<file path="config.mk">
export PLATFORM = sky130hd
export DESIGN_NAME = nco_iq_mixer_decim
export DESIGN_NICKNAME = d
export VERILOG_FILES = /design/src/rtl/nco_mix_pkg.sv /design/src/rtl/iq_integrate_dump.sv /design/src/rtl/nco_iq_mixer_decim.sv
export SDC_FILE = /design/constraint.sdc
export NUM_CORES = 1
export LEC_CHECK = 0
export ABC_AREA = 1
export CELL_PAD_IN_SITES_DETAIL_PLACEMENT = 0
export CELL_PAD_IN_SITES_GLOBAL_PLACEMENT = 1
export CORE_MARGIN = 8
export CORE_UTILIZATION = 30
export CTS_CLUSTER_DIAMETER = 150
export CTS_CLUSTER_SIZE = 20
export DETAILED_ROUTE_END_ITERATION = 12
export PLACE_DENSITY_LB_ADDON = 0.08
export SLEW_MARGIN = 10
export SYNTH_ARGS = -nofsm -noshare
export SYNTH_HDL_FRONTEND = slang
export SYNTH_SLANG_ARGS = --single-unit
</file>
<file path="constraint.sdc">
create_clock -name clk -period 6 [get_ports clk]
set_clock_uncertainty 0.15 [all_clocks]
set_input_delay 1.2 -clock clk [delete_from_list [all_inputs] [get_ports clk]]
set_output_delay 1.2 -clock clk [all_outputs]
set_load 0.05 [all_outputs]
</file>
<file path="src/rtl/nco_mix_pkg.sv">
// nco_mix_pkg: shared widths and width-derivation helpers for the NCO I/Q
// mixer / decimator slice.
package nco_mix_pkg;

    // Default widths of the mixer front end.
    localparam int ADC_W_DEF = 12;
    localparam int NCO_W_DEF = 32;
    localparam int LO_W_DEF  = 16;
    localparam int DECIM_DEF = 16;
    localparam int OUT_W_DEF = 24;

    // Ceiling log2, usable at elaboration time.
    function automatic int clog2(input int value);
        int result;
        result = 0;
        while ((1 << result) < value) begin
            result++;
        end
        return result;
    endfunction

    // Full-precision signed product of an ADC sample and a truncated LO value.
    function automatic int prod_width(input int adc_w, input int lo_w);
        return adc_w + lo_w;
    endfunction

    // Accumulator must hold DECIM worst-case products without wrapping.
    function automatic int acc_width(input int adc_w, input int lo_w, input int decim);
        return prod_width(adc_w, lo_w) + clog2(decim);
    endfunction

    // Right shift that maps the accumulator onto the output width.
    function automatic int shift_amount(input int adc_w, input int lo_w, input int decim,
                                        input int out_w);
        return acc_width(adc_w, lo_w, decim) - out_w;
    endfunction

endpackage

</file>
<file path="src/rtl/iq_integrate_dump.sv">
// iq_integrate_dump: one mixer channel. Integrates signed products, and on the
// last product of a frame dumps acc + p, scaled down to OUT_W, into its output
// register while clearing the accumulator.
// Build macro IQ_MIX_ROUND_EN: round-half-up (with positive clip) instead of
// floor truncation when scaling the dump.
module iq_integrate_dump
    import nco_mix_pkg::*;
#(
    parameter int PROD_W = prod_width(ADC_W_DEF, LO_W_DEF),
    parameter int ACC_W  = acc_width(ADC_W_DEF, LO_W_DEF, DECIM_DEF),
    parameter int OUT_W  = OUT_W_DEF
) (
    input  logic              clk,
    input  logic              reset_n,
    input  logic              i_p_valid,
    input  logic              i_last,
    input  logic [PROD_W-1:0] i_p,
    output logic [OUT_W-1:0]  o_data
);

    localparam int SHIFT = ACC_W - OUT_W;

    logic signed [ACC_W-1:0] r_acc;
    logic signed [ACC_W-1:0] w_p_ext;
    logic signed [ACC_W-1:0] w_sum;
    logic [OUT_W-1:0]        w_scaled;
    logic [OUT_W-1:0]        r_data;

    assign w_p_ext = ACC_W'($signed(i_p));
    assign w_sum   = r_acc + w_p_ext;

`ifdef IQ_MIX_ROUND_EN
    if (SHIFT == 0) begin : g_no_round
        assign w_scaled = OUT_W'(w_sum);
    end else begin : g_round
        localparam logic [ACC_W:0] HALF = (ACC_W + 1)'(1) << (SHIFT - 1);
        logic [ACC_W:0] w_rnd;
        logic           w_unused_lsbs;
        assign w_rnd         = {w_sum[ACC_W-1], w_sum} + HALF;
        assign w_unused_lsbs = ^w_rnd[SHIFT-1:0];
        // Adding half an LSB can only overflow upwards; clip to the largest positive code.
        assign w_scaled = (w_rnd[ACC_W] != w_rnd[ACC_W-1]) ? {1'b0, {(OUT_W - 1){1'b1}}}
                                                           : w_rnd[ACC_W-1:SHIFT];
    end
`else
    if (SHIFT == 0) begin : g_no_shift
        assign w_scaled = OUT_W'(w_sum);
    end else begin : g_floor
        logic w_unused_lsbs;
        assign w_unused_lsbs = ^w_sum[SHIFT-1:0];
        // Dropping the low bits of a two's-complement value is an arithmetic floor shift.
        assign w_scaled = w_sum[ACC_W-1:SHIFT];
    end
`endif

    // Integrate products; the last product of a frame restarts the accumulator at zero.
    // NOTE: sequential state uses non-blocking assignments so every register samples pre-edge values.
    always_ff @(posedge clk) begin
        if (!reset_n) begin
            r_acc <= '0;
        end else if (i_p_valid) begin
            r_acc <= i_last ? '0 : w_sum;
        end
    end

    // Capture the scaled frame sum when the frame completes.
    always_ff @(posedge clk) begin
        if (!reset_n) begin
            r_data <= '0;
        end else if (i_p_valid && i_last) begin
            r_data <= w_scaled;
        end
    end

    assign o_data = r_data;

endmodule

</file>
<file path="src/rtl/nco_iq_mixer_decim.sv">
// nco_iq_mixer_decim: mixes signed ADC samples with the NCO cosine/sine into
// I/Q, integrates DECIM products per channel and presents each decimated pair
// through a single-entry valid/ready register with a sticky overrun flag.
// Build macro IQ_MIX_ROUND_EN: round-half-up output scaling (see iq_integrate_dump).
module nco_iq_mixer_decim
    import nco_mix_pkg::*;
#(
    parameter int ADC_W = ADC_W_DEF,
    parameter int NCO_W = NCO_W_DEF,
    parameter int LO_W  = LO_W_DEF,
    parameter int DECIM = DECIM_DEF,
    parameter int OUT_W = OUT_W_DEF
) (
    input  logic             clk,
    input  logic             reset_n,
    input  logic [ADC_W-1:0] adc_data_i,
    input  logic             nco_valid_i,
    input  logic [NCO_W-1:0] nco_sin_i,
    input  logic [NCO_W-1:0] nco_cos_i,
    output logic             out_valid_o,
    input  logic             out_ready_i,
    output logic [OUT_W-1:0] i_o,
    output logic [OUT_W-1:0] q_o,
    output logic             overrun_o
);

    localparam int PROD_W = prod_width(ADC_W, LO_W);
    localparam int ACC_W  = acc_width(ADC_W, LO_W, DECIM);
    localparam int SHIFT  = shift_amount(ADC_W, LO_W, DECIM, OUT_W);
    localparam int CNT_W  = clog2(DECIM);

    if (SHIFT < 0) begin : g_bad_shift
        $error("nco_iq_mixer_decim: OUT_W exceeds the accumulator width");
    end
    if (DECIM < 2 || DECIM > 1024) begin : g_bad_decim
        $error("nco_iq_mixer_decim: DECIM must lie in 2..1024");
    end

    // Stage 1: multiply by the truncated LO MSBs at full precision.
    logic signed [PROD_W-1:0] w_adc_x;
    logic signed [PROD_W-1:0] w_cos_x;
    logic signed [PROD_W-1:0] w_sin_x;
    logic signed [PROD_W-1:0] w_prod_i;
    logic signed [PROD_W-1:0] w_prod_q;
    logic [PROD_W-1:0]        r_prod_i;
    logic [PROD_W-1:0]        r_prod_q;
    logic                     r_p_valid;

    assign w_adc_x  = PROD_W'($signed(adc_data_i));
    assign w_cos_x  = PROD_W'($signed(nco_cos_i[NCO_W-1 -: LO_W]));
    assign w_sin_x  = PROD_W'($signed(nco_sin_i[NCO_W-1 -: LO_W]));
    assign w_prod_i = w_adc_x * w_cos_x;
    assign w_prod_q = -(w_adc_x * w_sin_x);

    if (NCO_W > LO_W) begin : g_lo_trunc
        logic w_unused_nco_lsbs;
        assign w_unused_nco_lsbs = ^{nco_sin_i[NCO_W-LO_W-1:0], nco_cos_i[NCO_W-LO_W-1:0]};
    end

    // Product-valid flag follows the NCO qualifier one cycle later.
    always_ff @(posedge clk) begin
        if (!reset_n) begin
            r_p_valid <= 1'b0;
        end else begin
            r_p_valid <= nco_valid_i;
        end
    end

    // Register the products of each qualified sample.
    // NOTE: product data has no reset; r_p_valid alone decides whether it is consumed.
    always_ff @(posedge clk) begin
        if (nco_valid_i) begin
            r_prod_i <= w_prod_i;
            r_prod_q <= w_prod_q;
        end
    end

    // Stage 2: shared sample counter marks the last product of each frame.
    logic [CNT_W-1:0] r_cnt;
    logic             w_last;
    logic             w_dump;

    assign w_last = (r_cnt == CNT_W'(DECIM - 1));
    assign w_dump = r_p_valid && w_last;

    // Count products in the frame; gaps in r_p_valid leave the count untouched.
    always_ff @(posedge clk) begin
        if (!reset_n) begin
            r_cnt <= '0;
        end else if (r_p_valid) begin
            r_cnt <= w_last ? '0 : r_cnt + CNT_W'(1);
        end
    end

    iq_integrate_dump #(
        .PROD_W (PROD_W),
        .ACC_W  (ACC_W),
        .OUT_W  (OUT_W)
    ) u_chan_i (
        .clk       (clk),
        .reset_n   (reset_n),
        .i_p_valid (r_p_valid),
        .i_last    (w_last),
        .i_p       (r_prod_i),
        .o_data    (i_o)
    );

    iq_integrate_dump #(
        .PROD_W (PROD_W),
        .ACC_W  (ACC_W),
        .OUT_W  (OUT_W)
    ) u_chan_q (
        .clk       (clk),
        .reset_n   (reset_n),
        .i_p_valid (r_p_valid),
        .i_last    (w_last),
        .i_p       (r_prod_q),
        .o_data    (q_o)
    );

    // Output handshake: a dump always (re)loads; an unread dump being replaced raises overrun.
    logic r_out_valid;
    logic r_overrun;

    always_ff @(posedge clk) begin
        if (!reset_n) begin
            r_out_valid <= 1'b0;
            r_overrun   <= 1'b0;
        end else if (w_dump) begin
            r_out_valid <= 1'b1;
            if (r_out_valid && !out_ready_i) begin
                r_overrun <= 1'b1;
            end
        end else if (out_ready_i) begin
            r_out_valid <= 1'b0;
        end
    end

    assign out_valid_o = r_out_valid;
    assign overrun_o   = r_overrun;

endmodule

</file>
==> impl_metrics.yaml, run 1 <==
outcome:
  status: "completed"
grt:
  grt_pass1_vias: 22643
  antenna_found_initial: 1
  grt_overflow: 0
  grt_first_pass_wirelength_mm: 121.7
  track_usage_pct: 15.94
  grt_max_degree: 68
routing:
  routedWlPerCell_um: 15.25
  drcViolationCount: 0
  drt_iter0_drc: 985
  vias: 21882
  antenna_left: 0
  first_pass_iters: 9
  vias_per_cell: 4.421
  wirelength_mm: 75.48
place:
  place_congestion: 0.8634
  place.detailed.hpwl_mm: 63.30
  portBuffers: 97
  placed_area_um2: 29950
  dp_worst_setup_slack_ps: -757.3
final_layout:
  drive_above_1_share_pct: 15.92
  area_delta_synth_final_pct: 25.55
  finalInstanceArea_um2: 31950
  nets: 4441
  antenna_cells: 0
timing:
  hold_viol: 0
  max_slew_margin_pct: 39.09
  final.setup.worst_slack_ps: 138.9
  finalSetupTns_ps: 0
  tightest_slew_ps: 913.7
  clock.fmax_ghz: 0.1706
  report.final.slew_viol_count: 0
  layout_min_cycle_time_ps: 5861
  fin_crit_sh_pct: 97.69
  final-setup-viol-count: 0
clocking:
  cts_buffers: 17
  htree_levels: 4
  cts.clk_slew.worst_paths_ps: 80
  cts_tree: "yes"
  clockRootBuffer: "clkbuf_16"
  numClockSinks: 175
  clock_latency_ps: 460
  cts_buffer_depth: 2
  hold_buffers: 0
yosys:
  syn_area_um2: 25450
  synth_edf_count: 56
  synth_fp_nets: 4113
  netlist_instances: 3465
  ys_ff_latch: 175
  ys.flop_type: "dfxtp_1"
  synthArstFlopShare_pct: 0
  yosysUniqueCellTypes: 44
  ys_warn_count: 0
  avgSynthCellArea_um2: 7.344
  seq_area_frac_synth_pct: 15.97
setup_path:
  reg2reg_from: "r_cnt[0]$_SDFFE_PN0P_"
  cp-end-kind: "register"
  arrival_ps: 5930
  path_class: "input port to register"
  startpoint: "nco_sin_i[31]"
  crit_fanout: 7
  cp.required_ps: 6070
  crit_path_start_kind: "input port"
  ff2ff_path_depth: 10
hold_path:
  min_from: "u_chan_i.o_data[21]$_SDFFE_PN0P_"
  min_path_cells: 2
  hold_path_class: "register to register"
floorplan:
  row_count: 107
  die_h_um: 307.3
  die_w_um: 307.3
  start_util_pct: 30.08
  die-area_um2: 94400
  core_um2: 84610
  ios: 130
flow_run:
  max_cap_violations: 0
-- sequential cells by signal, indices dropped and copies added (netlist names), 4 cells and up --
name and count:
u_chan_i.o_data 24, u_chan_q.r_acc 32, r_cnt 4, r_prod_q 28, r_prod_i 28, u_chan_q.o_data 24
u_chan_i.r_acc 32
-- per-stage QoR --
step                      hold WS, ps  instances  utilization [%]
after floorplan                 299.1       3465                -
after global placement          289.0       4899            35.39
after detailed placement        290.8       4899            35.39
after CTS                       305.2       4935            36.79
after global routing            319.8       4950            37.76
final                           301.4       4950            37.76
-- cell families after synthesis --
group	count (synthesis)	synth area share, %
simple gates	1503	24.50
buf+inv	901	13.39
fa+ha+maj	568	38.31
compound gates	246	5.349
flops	175	15.97
xor+xnor	72	2.478
-- cells in the mapped netlist (all sizes together) (45+ instances only) --
| library cell | instances | area, um2 |
|---|---|---|
| a21oi | 163 | 815.8 |
| clkbuf | 84 | 315.3 |
| dfxtp | 119 | 2382 |
| edfxtp | 56 | 1682 |
| fa | 352 | 7047 |
| ha | 216 | 2703 |
| inv | 802 | 3010 |
| nand2 | 1075 | 4070 |
| nand3 | 177 | 930.9 |
| nor2 | 149 | 584.3 |
| o21ai | 45 | 251.5 |
| xor2 | 46 | 402.9 |
-- timing repair --
| action | in CTS | in global routing |
|---|---|---|
| buffers inserted | 2 | 12 |
| gates resized for setup | 99 | 162 |
| pin swaps | 23 | 96 |
| endpoints found under the setup margin | 34 | 37 |
| gates cloned | 2 | 3 |
-- worst max-delay path: stages --
cell and delay (ps):
clkdlybuf4s15_1 170, buf_6 140, buf_4 140, nand2_4 60, inv_2 30, fa_1 510
inv_2 50, fa_2 620, inv_4 70, fa_1 480, inv_1 50, fa_1 530
inv_1 50, fa_1 490, inv_2 40, ha_4 210, ha_4 290, nand2_4 60
nor3_4 200, nand2_2 80, nor3_2 100, nand2_1 90, nand3_2 100, inv_1 40
nand2_1 60, nand2_2 50
-- final cells by class --
type / instances / area [um2]
clock buffer: 18 / 439.2
timing repair buffer: 408 / 3779
fill: 8925 / 52660
inverter: 802 / 3015
tap: 1144 / 1431
multi-input combinational: 2389 / 19080
clock inverter: 14 / 146.4
sequential: 175 / 4064
-- path summary, 6_finish.rpt --
check,endpoint,slack [ps]
hold / removal,u_chan_i.o_data[21]$_SDFFE_PN0P_,300
setup reg to reg,u_chan_i.o_data[5]$_SDFFE_PN0P_,3350
setup / recovery,r_prod_q[27]$_DFFE_PP_,140
hold reg to reg,u_chan_i.o_data[21]$_SDFFE_PN0P_,300
-- per-layer routing --
layer / vias to the layer above / share of wire [%] / global-route usage, %
met1: 10505 / 51 / 22.89
met5: - / 0.017 / 0
met2: 291 / 45 / 25.99
met3: 47 / 2.8 / 1.636
li1: 11037 / - / -
met4: 2 / 1.3 / 3.137
-- cells in the final DEF (no fill, tap or decap), types with 7 or more instances in the layout --
cell / count
fa_1: 341
clkbuf_16: 20
xnor2_1: 26
dfxtp_1: 119
nor2_1: 119
nor3_1: 13
nand3b_1: 9
a21oi_1: 136
nand3_2: 14
o21ai_2: 9
nand2_2: 36
xor2_1: 45
nand3_1: 162
inv_2: 25
or2_2: 22
clkdlybuf4s50_1: 71
buf_4: 267
inv_1: 775
buf_12: 22
nand4_1: 21
dlymetal6s2s_1: 14
a21oi_2: 23
nand2_1: 1034
ha_1: 167
o21ai_1: 10
o21ai_0: 25
and2_1: 13
nor2_2: 27
edfxtp_1: 56
o21bai_1: 11
ha_4: 46
dlygate4sd2_1: 7
fa_2: 11
buf_6: 15
nor3_2: 16
Power of run 1 is left out: the tool's default activity adds up to more than one toggle a clock period on the data nets, which glitch-free logic cannot reach.
==> inputs of run 2 (changes only) <==
Settings changed: CAP_MARGIN set to 0, SLEW_MARGIN 10 to 20.
==> results of run 2 <==
Same layout as run 1: the final DEF is identical, and so are final timing and power.
Power of run 2 is left out for the same reason.
